<file path="src/rtl/serial_add_ctrl.sv">
// rtl/serial_add_ctrl.sv - bit-serial add/subtract sequencer around one full-adder cell
//
// Purpose:
//   Captures two WIDTH-bit operands on an accepted start and streams them
//   LSB-first through a single full-adder cell, one bit per clock, with the
//   inter-bit carry held in a flip-flop. Subtraction is a + ~b + 1: b is
//   inverted bit by bit and the carry flip-flop is preset to 1 at load.
//
// Ports:
//   clk       rising-edge clock
//   rst_n     asynchronous active-low reset
//   start     request, accepted only in IDLE or DONE
//   sub       0: a+b, 1: a-b (captured with start)
//   a, b      operands (captured with start)
//   busy      high while the operation is in flight
//   done      one-cycle pulse, result valid from this cycle on
//   sum       result, held until the next completion
//   cout      carry-out (add) / not-borrow (sub)
//   overflow  signed two's-complement overflow

module serial_add_ctrl #(
  parameter int WIDTH = 8
) (
  input  logic             clk,
  input  logic             rst_n,
  input  logic             start,
  input  logic             sub,
  input  logic [WIDTH-1:0] a,
  input  logic [WIDTH-1:0] b,
  output logic             busy,
  output logic             done,
  output logic [WIDTH-1:0] sum,
  output logic             cout,
  output logic             overflow
);

  localparam int CW = $clog2(WIDTH);
  localparam logic [CW-1:0] LAST = CW'(WIDTH - 1);

  typedef enum logic [1:0] {
    IDLE = 2'd0,
    RUN  = 2'd1,
    DONE = 2'd2
  } state_t;

  state_t           state;
  logic [WIDTH-1:0] sa;
  logic [WIDTH-1:0] sb;
  logic [WIDTH-1:0] psum;
  logic [CW-1:0]    cnt;
  logic             sub_q;
  logic             carry;

  // The single full-adder cell; b is inverted here for subtraction.
  logic fa_a;
  logic fa_b;
  logic fa_sum;
  logic fa_cout;

  always_comb begin
    fa_a    = sa[0];
    fa_b    = sb[0] ^ sub_q;
    fa_sum  = fa_a ^ fa_b ^ carry;
    fa_cout = (fa_a & fa_b) | (fa_a & carry) | (fa_b & carry);
  end

  always_ff @(posedge clk or negedge rst_n) begin
    if (!rst_n) begin
      state    <= IDLE;
      busy     <= 1'b0;
      done     <= 1'b0;
      sum      <= '0;
      cout     <= 1'b0;
      overflow <= 1'b0;
      sa       <= '0;
      sb       <= '0;
      psum     <= '0;
      cnt      <= '0;
      sub_q    <= 1'b0;
      carry    <= 1'b0;
    end else begin
      case (state)
        IDLE, DONE: begin
          done <= 1'b0;
          if (start) begin
            sa    <= a;
            sb    <= b;
            sub_q <= sub;
            carry <= sub;  // +1 of the two's-complement negate
            cnt   <= '0;
            psum  <= '0;
            state <= RUN;
            busy  <= 1'b1;
          end else begin
            state <= IDLE;
          end
        end

        RUN: begin
          carry <= fa_cout;
          psum  <= {fa_sum, psum[WIDTH-1:1]};
          sa    <= sa >> 1;
          sb    <= sb >> 1;
          cnt   <= cnt + 1'b1;
          if (cnt == LAST) begin
            sum      <= {fa_sum, psum[WIDTH-1:1]};
            cout     <= fa_cout;
            // carry into the MSB differs from carry out of it
            overflow <= carry ^ fa_cout;
            state    <= DONE;
            busy     <= 1'b0;
            done     <= 1'b1;
          end
        end

        default: begin
          state <= IDLE;
          busy  <= 1'b0;
          done  <= 1'b0;
        end
      endcase
    end
  end

endmodule
</file>
<file path="config.mk">
export PLATFORM = sky130hd
export DESIGN_NAME = serial_add_ctrl
export DESIGN_NICKNAME = d
export VERILOG_FILES = /design/src/rtl/serial_add_ctrl.sv
export SDC_FILE = /design/constraint.sdc
export NUM_CORES = 1
export LEC_CHECK = 0
export BUFFER_PORTS_ARGS = -buffer_cell sky130_fd_sc_hd__buf_4
export CAP_MARGIN = 30
export CORE_AREA = 2 2 70 79
export CTS_CLUSTER_DIAMETER = 40
export CTS_CLUSTER_SIZE = 28
export DETAILED_ROUTE_END_ITERATION = 6
export DIE_AREA = 0 0 72 81
export GPL_TIMING_DRIVEN = 1
export SLEW_MARGIN = 10
export SYNTH_ARGS = -nofsm -noshare
export SYNTH_HDL_FRONTEND = slang
export SYNTH_SLANG_ARGS = --single-unit
</file>
<file path="constraint.sdc">
create_clock -name clk -period 1.85 [get_ports clk]
set_input_delay 0.185 -clock clk [delete_from_list [all_inputs] [get_ports clk]]
set_output_delay 0.185 -clock clk [all_outputs]
set_load 0.005 [all_outputs]
</file>
==> flow_summary.toml, run 1 <==
[sta]
hold_viol_final = 0
tns_ns = 0
setup_viol = 0
period_needed_ns = 1.52
relSlewSlack = 0.648
fin_skew_ns = 0.00631
fmax_mhz = 656
rsz0062_at_grt = "false"
worst-slew-pin-transition_ns = 0.528
whs_ns = 0.147
finalWorstSetupSlack_ns = 0.326
period_share = 0.824
final_max_slew_viol_count = 0

[pwr]
powerDensity_nw_per_um2 = 1660
ir_drop_uv = 644
seq_power_share = 0.424
clkPwrFrac = 0.198
intPower_mw = 2.58
sw_frac_of_total = 0.329
power_switching_mw = 1.27
pwr-share-comb = 0.379
cellLeakagePower_nw = 1.09

[die]
fp-row-count = 28
io_pins = 32
die_y_um = 81
die-area_um2 = 5830
core_um2 = 5150
die_x_um = 72
start_util = 0.378

[yosys]
synthCells = 158
synth.avg_cell_area_um2 = 12.3
yosys-top-cells-area = "dfrtp_1 (53%), mux2_2 (6.4%), mux2i_1 (6.2%), a22o_1 (5.4%), a211oi_1 (4.2%)"
async_flop_share = 1.00
netlist_area_um2 = 1950
yosysWarningCount = 0
synth.distinct_cells = 28
yosysTopAreaCellShare = 0.527
synth_edf_count = 0
syn-num-nets = 181
synth_seq_area_share = 0.527
synth_top_cell_by_area = "dfrtp_1"
ys_seq_elements = 41
yosys_most_used_dff = "dfrtp_1"

[setup_path]
crit_type = "reg -> out"
rr_endpoint = "cnt[2]"
reg2reg_depth = 4
path_common_cell = "buf_4"
cp-end-kind = "output port"
worstSetupStartpointType = "flop"
crit_fanout = 16
cp.arrival_ns = 1.34
r2r-start = "cnt[0]"
r2r_slack_ns = 0.34
crit_slowest_cell = "dfrtp_1"
critical_path_required_ns = 1.66
crit_path_max_incr_delay_ns = 0.54
crit_chain = "buf_4 > buf_4"

[placement]
gp_congestion = 0.714
place_ws_ns = 0.330
port_buffers = 31
dp_cells = 241
dp_hpwl_um = 2600

[clocking]
post_cts_buffers = 0
hold_buffers = 1
path_clk_slew_ns = 0.08
cts.sinks = 41
cts_resized = 0
cts_buffers = 5
cts_tree = "built"
cts_root_buf = "clkbuf_8"
worstSkewPairLatency_ns = 0.29
htreeDepth = 2
cts_max_path_buffers = 2

[min_path]
hold_path_startpoint = "sub"
whs_path_depth = 2
holdPathEnd = "sub_q"
min_path_type = "in -> reg"

[final_layout]
final_core_util = 0.450
final_cell_mix = "dfrtp_1 (41), buf_4 (35), mux2i_1 (12), a21oi_1 (12), a22o_1 (12)"
layout_commonest_cell = "dfrtp_1"
nets = 212
instances_no_fill = 250
antenna_cells = 0
area_delta_synth_final_pct = 19.0
drive_above_1_share = 0.300

[grt]
grt_pass1_vias = 1337
grt_max_degree = 42
grt_pass1_wl_um = 6400
antenna_found_initial = 0
grt_overflow_total = 0
grt.total_usage = 0.145

[drt]
routed_wl_um = 3710
vias_per_cell = 5.14
drc_errors = 0
vias = 1286
drt_iter0_drc = 58
wire_per_inst_um = 14.9
ant_nets = 0
dr.pass1.iters = 4

[run_status]
status = "complete, no violations"

[job]
cap_violations = 0
[layout make-up]
type	instances	area, um^2
Fill cell	490	2830
Sequential cell	41	1030
Multi-Input combinational cell	102	811
Timing Repair Buffer	36	273
Clock buffer	6	82.6
Tap cell	60	75.1
Clock inverter	2	37.5
Inverter	3	11.3
[metrics by stage]
stage	area, um^2	power, mW
after floorplan	1950	2.72
after global placement	2190	3.07
after detailed placement	2190	3.14
after CTS	2320	3.92
after global routing	2320	4.18
final	2320	3.85
[power by group through the flow]
stage / combinational (mW) / sequential (mW) / clock [mW]
3_3_place_gp: 1.44 / 1.64 / 0
3_5_place_dp: 1.49 / 1.66 / 0
4_1_cts: 1.49 / 1.64 / 0.785
2_1_floorplan: 1.16 / 1.56 / 0
5_1_grt: 1.65 / 1.70 / 0.843
6_report: 1.46 / 1.63 / 0.762
[kinds of logic after synthesis]
kind of cell / count (synthesis) / synth area share
fa+ha+maj: 3 / 0.0231
compound gates: 47 / 0.167
mux: 24 / 0.131
flops: 41 / 0.527
xor+xnor: 2 / 0.00900
buf+inv: 15 / 0.0559
simple gates: 26 / 0.0868
[flip-flops by register name (all words and copies together) (netlist names)]
| name | count |
|---|---|
| overflow | 1 |
| state | 1 |
| cout | 1 |
| psum | 7 |
| cnt | 3 |
| carry | 1 |
| done | 1 |
| sub_q | 1 |
| sa | 8 |
| busy | 1 |
| sum | 8 |
| sb | 8 |
[metal layers]
layer  vias to the layer above  GRT usage  wire length (um)
li1                        630          -                 -
met3                         6     0.0484               189
met4                         0     0.0509                52
met1                       619      0.180              1680
met5                         -          0                 0
met2                        31      0.236              1800
[synth_stat cells, drive strengths merged, types with 3 or more instances]
cell type,number
nor2b,7
a21oi,12
a22o,12
o21ai,6
a21o,4
buf,9
mux2,12
clkbuf,3
nand2,4
dfrtp,41
and2b,6
nor2,5
a211oi,11
inv,3
mux2i,12
[critical path, delay by kind of cell (launching register included)]
kind / cells / cell delay, ns
DFF: 1 / 0.54
buffers and inverters: 2 / 0.50
[worst max-delay path by stage]
stage / cells past startpoint / endpoint / slack (ns) / start
floorplan: 5 / sum[3] / 0.37 / cnt[0]
global placement: 4 / sum[5] / 0.39 / cnt[0]
detailed placement: 4 / sum[3] / 0.33 / cnt[0]
CTS: 2 / done / 0.30 / done
global route: 2 / done / 0.22 / done
finish: 2 / done / 0.33 / done
Power figures use the tool's default switching activity.
==> inputs of run 2 (changes only) <==
==> constraint.sdc (replaced) <==
create_clock -name clk -period 1.38 [get_ports clk]
set_input_delay 0.138 -clock clk [delete_from_list [all_inputs] [get_ports clk]]
set_output_delay 0.138 -clock clk [all_outputs]
set_load 0.005 [all_outputs]
==> run 2 against run 1 <==
Against the previous run:
- the run now ends with setup timing left
- first-iteration DRC count up 5.2%
- clock power rose by 30%
- worst setup slack worse by 0.34 ns
- combinational power increased by 64%
- clock skew decreased by 0.0011 ns
- final cell count grew 5.2%
- critical endpoint is now sum[3]
==> flow_summary.toml, run 2 (synthesized netlist as in run 1, its figures left out) <==
[run_status]
status = "complete, but fails checks"
violations = "setup timing"

[sta]
final_max_slew_viol_count = 0
fmax_mhz = 718
period_share = 1.01
period_needed_ns = 1.39
finalWorstSetupSlack_ns = -0.0133
relSlewSlack = 0.654
setup_viol = 2
fin_skew_ns = 0.00522
hold_viol_final = 0
whs_ns = 0.0888
rsz0062_at_grt = "true"
worst-slew-pin-transition_ns = 0.519

[final_layout]
layout_commonest_cell = "buf_4"
stdcell_area_um2 = 2470
register_area_um2 = 1030
n_fill_cell = 464
multi_input_area_um2 = 858
top_regs = "sa x8, sb x8, sum x8"
nets = 225
final_core_util = 0.481
instances_no_fill = 263
area_delta_synth_final_pct = 27.2
drive_above_1_share = 0.369
antenna_cells = 0
final_cell_mix = "buf_4 (46), dfrtp_1 (40), mux2i_1 (12), a21oi_1 (12), a22o_1 (12)"

[clocking]
htreeDepth = 2
worstSkewPairLatency_ns = 0.29
cts_buffers = 5
cts.sinks = 41
cts_root_buf = "clkbuf_8"
cts_tree = "built"
cts_max_path_buffers = 2
path_clk_slew_ns = 0.08

[setup_path]
crit_type = "reg -> reg"
cp-end-kind = "flop"
critical_path_required_ns = 1.56
r2r-start = "cnt[0]"
worstSetupStartpointType = "flop"
cp.arrival_ns = 1.57
crit_fanout = 8
reg2reg_depth = 4
rr_endpoint = "sum[3]"
r2r_slack_ns = -0.01

[drt]
routed_wl_um = 3780
vias_per_cell = 5.12
dr.pass1.iters = 4
wire_per_inst_um = 14.4
drt_iter0_drc = 61
vias = 1347
ant_nets = 0
drc_errors = 0

[grt]
grt_max_degree = 42
grt.total_usage = 0.142
grt_pass1_wl_um = 6300
grt_overflow_total = 0
grt_pass1_vias = 1358
antenna_found_initial = 0

[die]
die-area_um2 = 5830
fp-row-count = 28
die_y_um = 81
io_pins = 32
die_x_um = 72
core_um2 = 5150
start_util = 0.378

[job]
cap_violations = 0

[pwr]
clkPwrFrac = 0.178
pwr-share-comb = 0.430
intPower_mw = 3.80
sw_frac_of_total = 0.318
powerDensity_nw_per_um2 = 2250
ir_drop_uv = 763
power_switching_mw = 1.77
cellLeakagePower_nw = 1.18
seq_power_share = 0.392

[placement]
port_buffers = 31
dp_cells = 250
gp_congestion = 0.769
dp_hpwl_um = 2710
place_area_um2 = 2280

[min_path]
holdPathEnd = "sub_q"
min_path_type = "in -> reg"
whs_path_depth = 2
hold_path_startpoint = "sub"
[run 2: cell types whose count changed in the layout (fill, tap and decap cells not counted), sizes merged]
cell,delta
clkbuf,+1
clkinvlp,-1
buf,+13
[run 2: worst max-delay path, stage by stage (launching register included)]
cell and delay (ns):
dfrtp_1 0.39, ha_2 0.20, ha_4 0.17, nand3b_4 0.17, mux2_2 0.35
[run 2: worst max-delay path by stage]
stage | from | to | slack (ns) | cells past startpoint
after floorplan | cnt[0] | sum[3] | -0.002 | 5
after global placement | cnt[0] | cnt[2] | 0.01 | 4
after detailed placement | cnt[0] | cnt[2] | -0.02 | 4
after CTS | cnt[1] | sum[0] | -0.01 | 4
after global routing | cnt[0] | sum[3] | -0.04 | 4
final | cnt[0] | sum[3] | -0.01 | 4
[run 2: metal layers]
metal  up-vias  part of all wire  GRT usage
li1        653                 -          -
met1       648              0.43      0.171
met2        38              0.49      0.242
met3         8             0.061     0.0434
met4         0             0.013     0.0453
met5         -                 0          0
[run 2: power groups by stage]
stage | Combinational [mW] | Clock (mW) | Sequential (mW)
floorplan | 1.58 | 0 | 2.09
global placement | 2.16 | 0 | 2.16
detailed placement | 2.24 | 0 | 2.20
CTS | 2.35 | 1.03 | 2.19
global route | 2.67 | 1.08 | 2.26
finish | 2.40 | 0.990 | 2.19
[run 2: cell type report]
| class | instances | area share |
|---|---|---|
| Sequential cell | 41 | 0.415 |
| Multi-Input combinational cell | 102 | 0.347 |
| Timing Repair Buffer | 49 | 0.156 |
| Clock buffer | 7 | 0.0349 |
| Tap cell | 60 | 0.0303 |
| Clock inverter | 1 | 0.0121 |
| Inverter | 3 | 0.00455 |
[run 2: metrics by stage]
step | setup TNS (ns) | setup slack, ns | total power, mW
after floorplan | -0.00625 | -0.00208 | 3.67
after global placement | 0 | 0.00992 | 4.32
after detailed placement | -0.0254 | -0.0162 | 4.44
after CTS | -0.0360 | -0.0122 | 5.58
after global routing | -0.194 | -0.0445 | 6.02
final | -0.0231 | -0.0133 | 5.57
[run 2: what timing repair did]
action / CTS / global route
pin swaps: 3 / 4
buffers inserted: 1 / 3
hold endpoints to repair: 41 / 0
hold buffers: 1 / 0
setup endpoints to repair: 6 / 10
gates resized for setup: 7 / 5
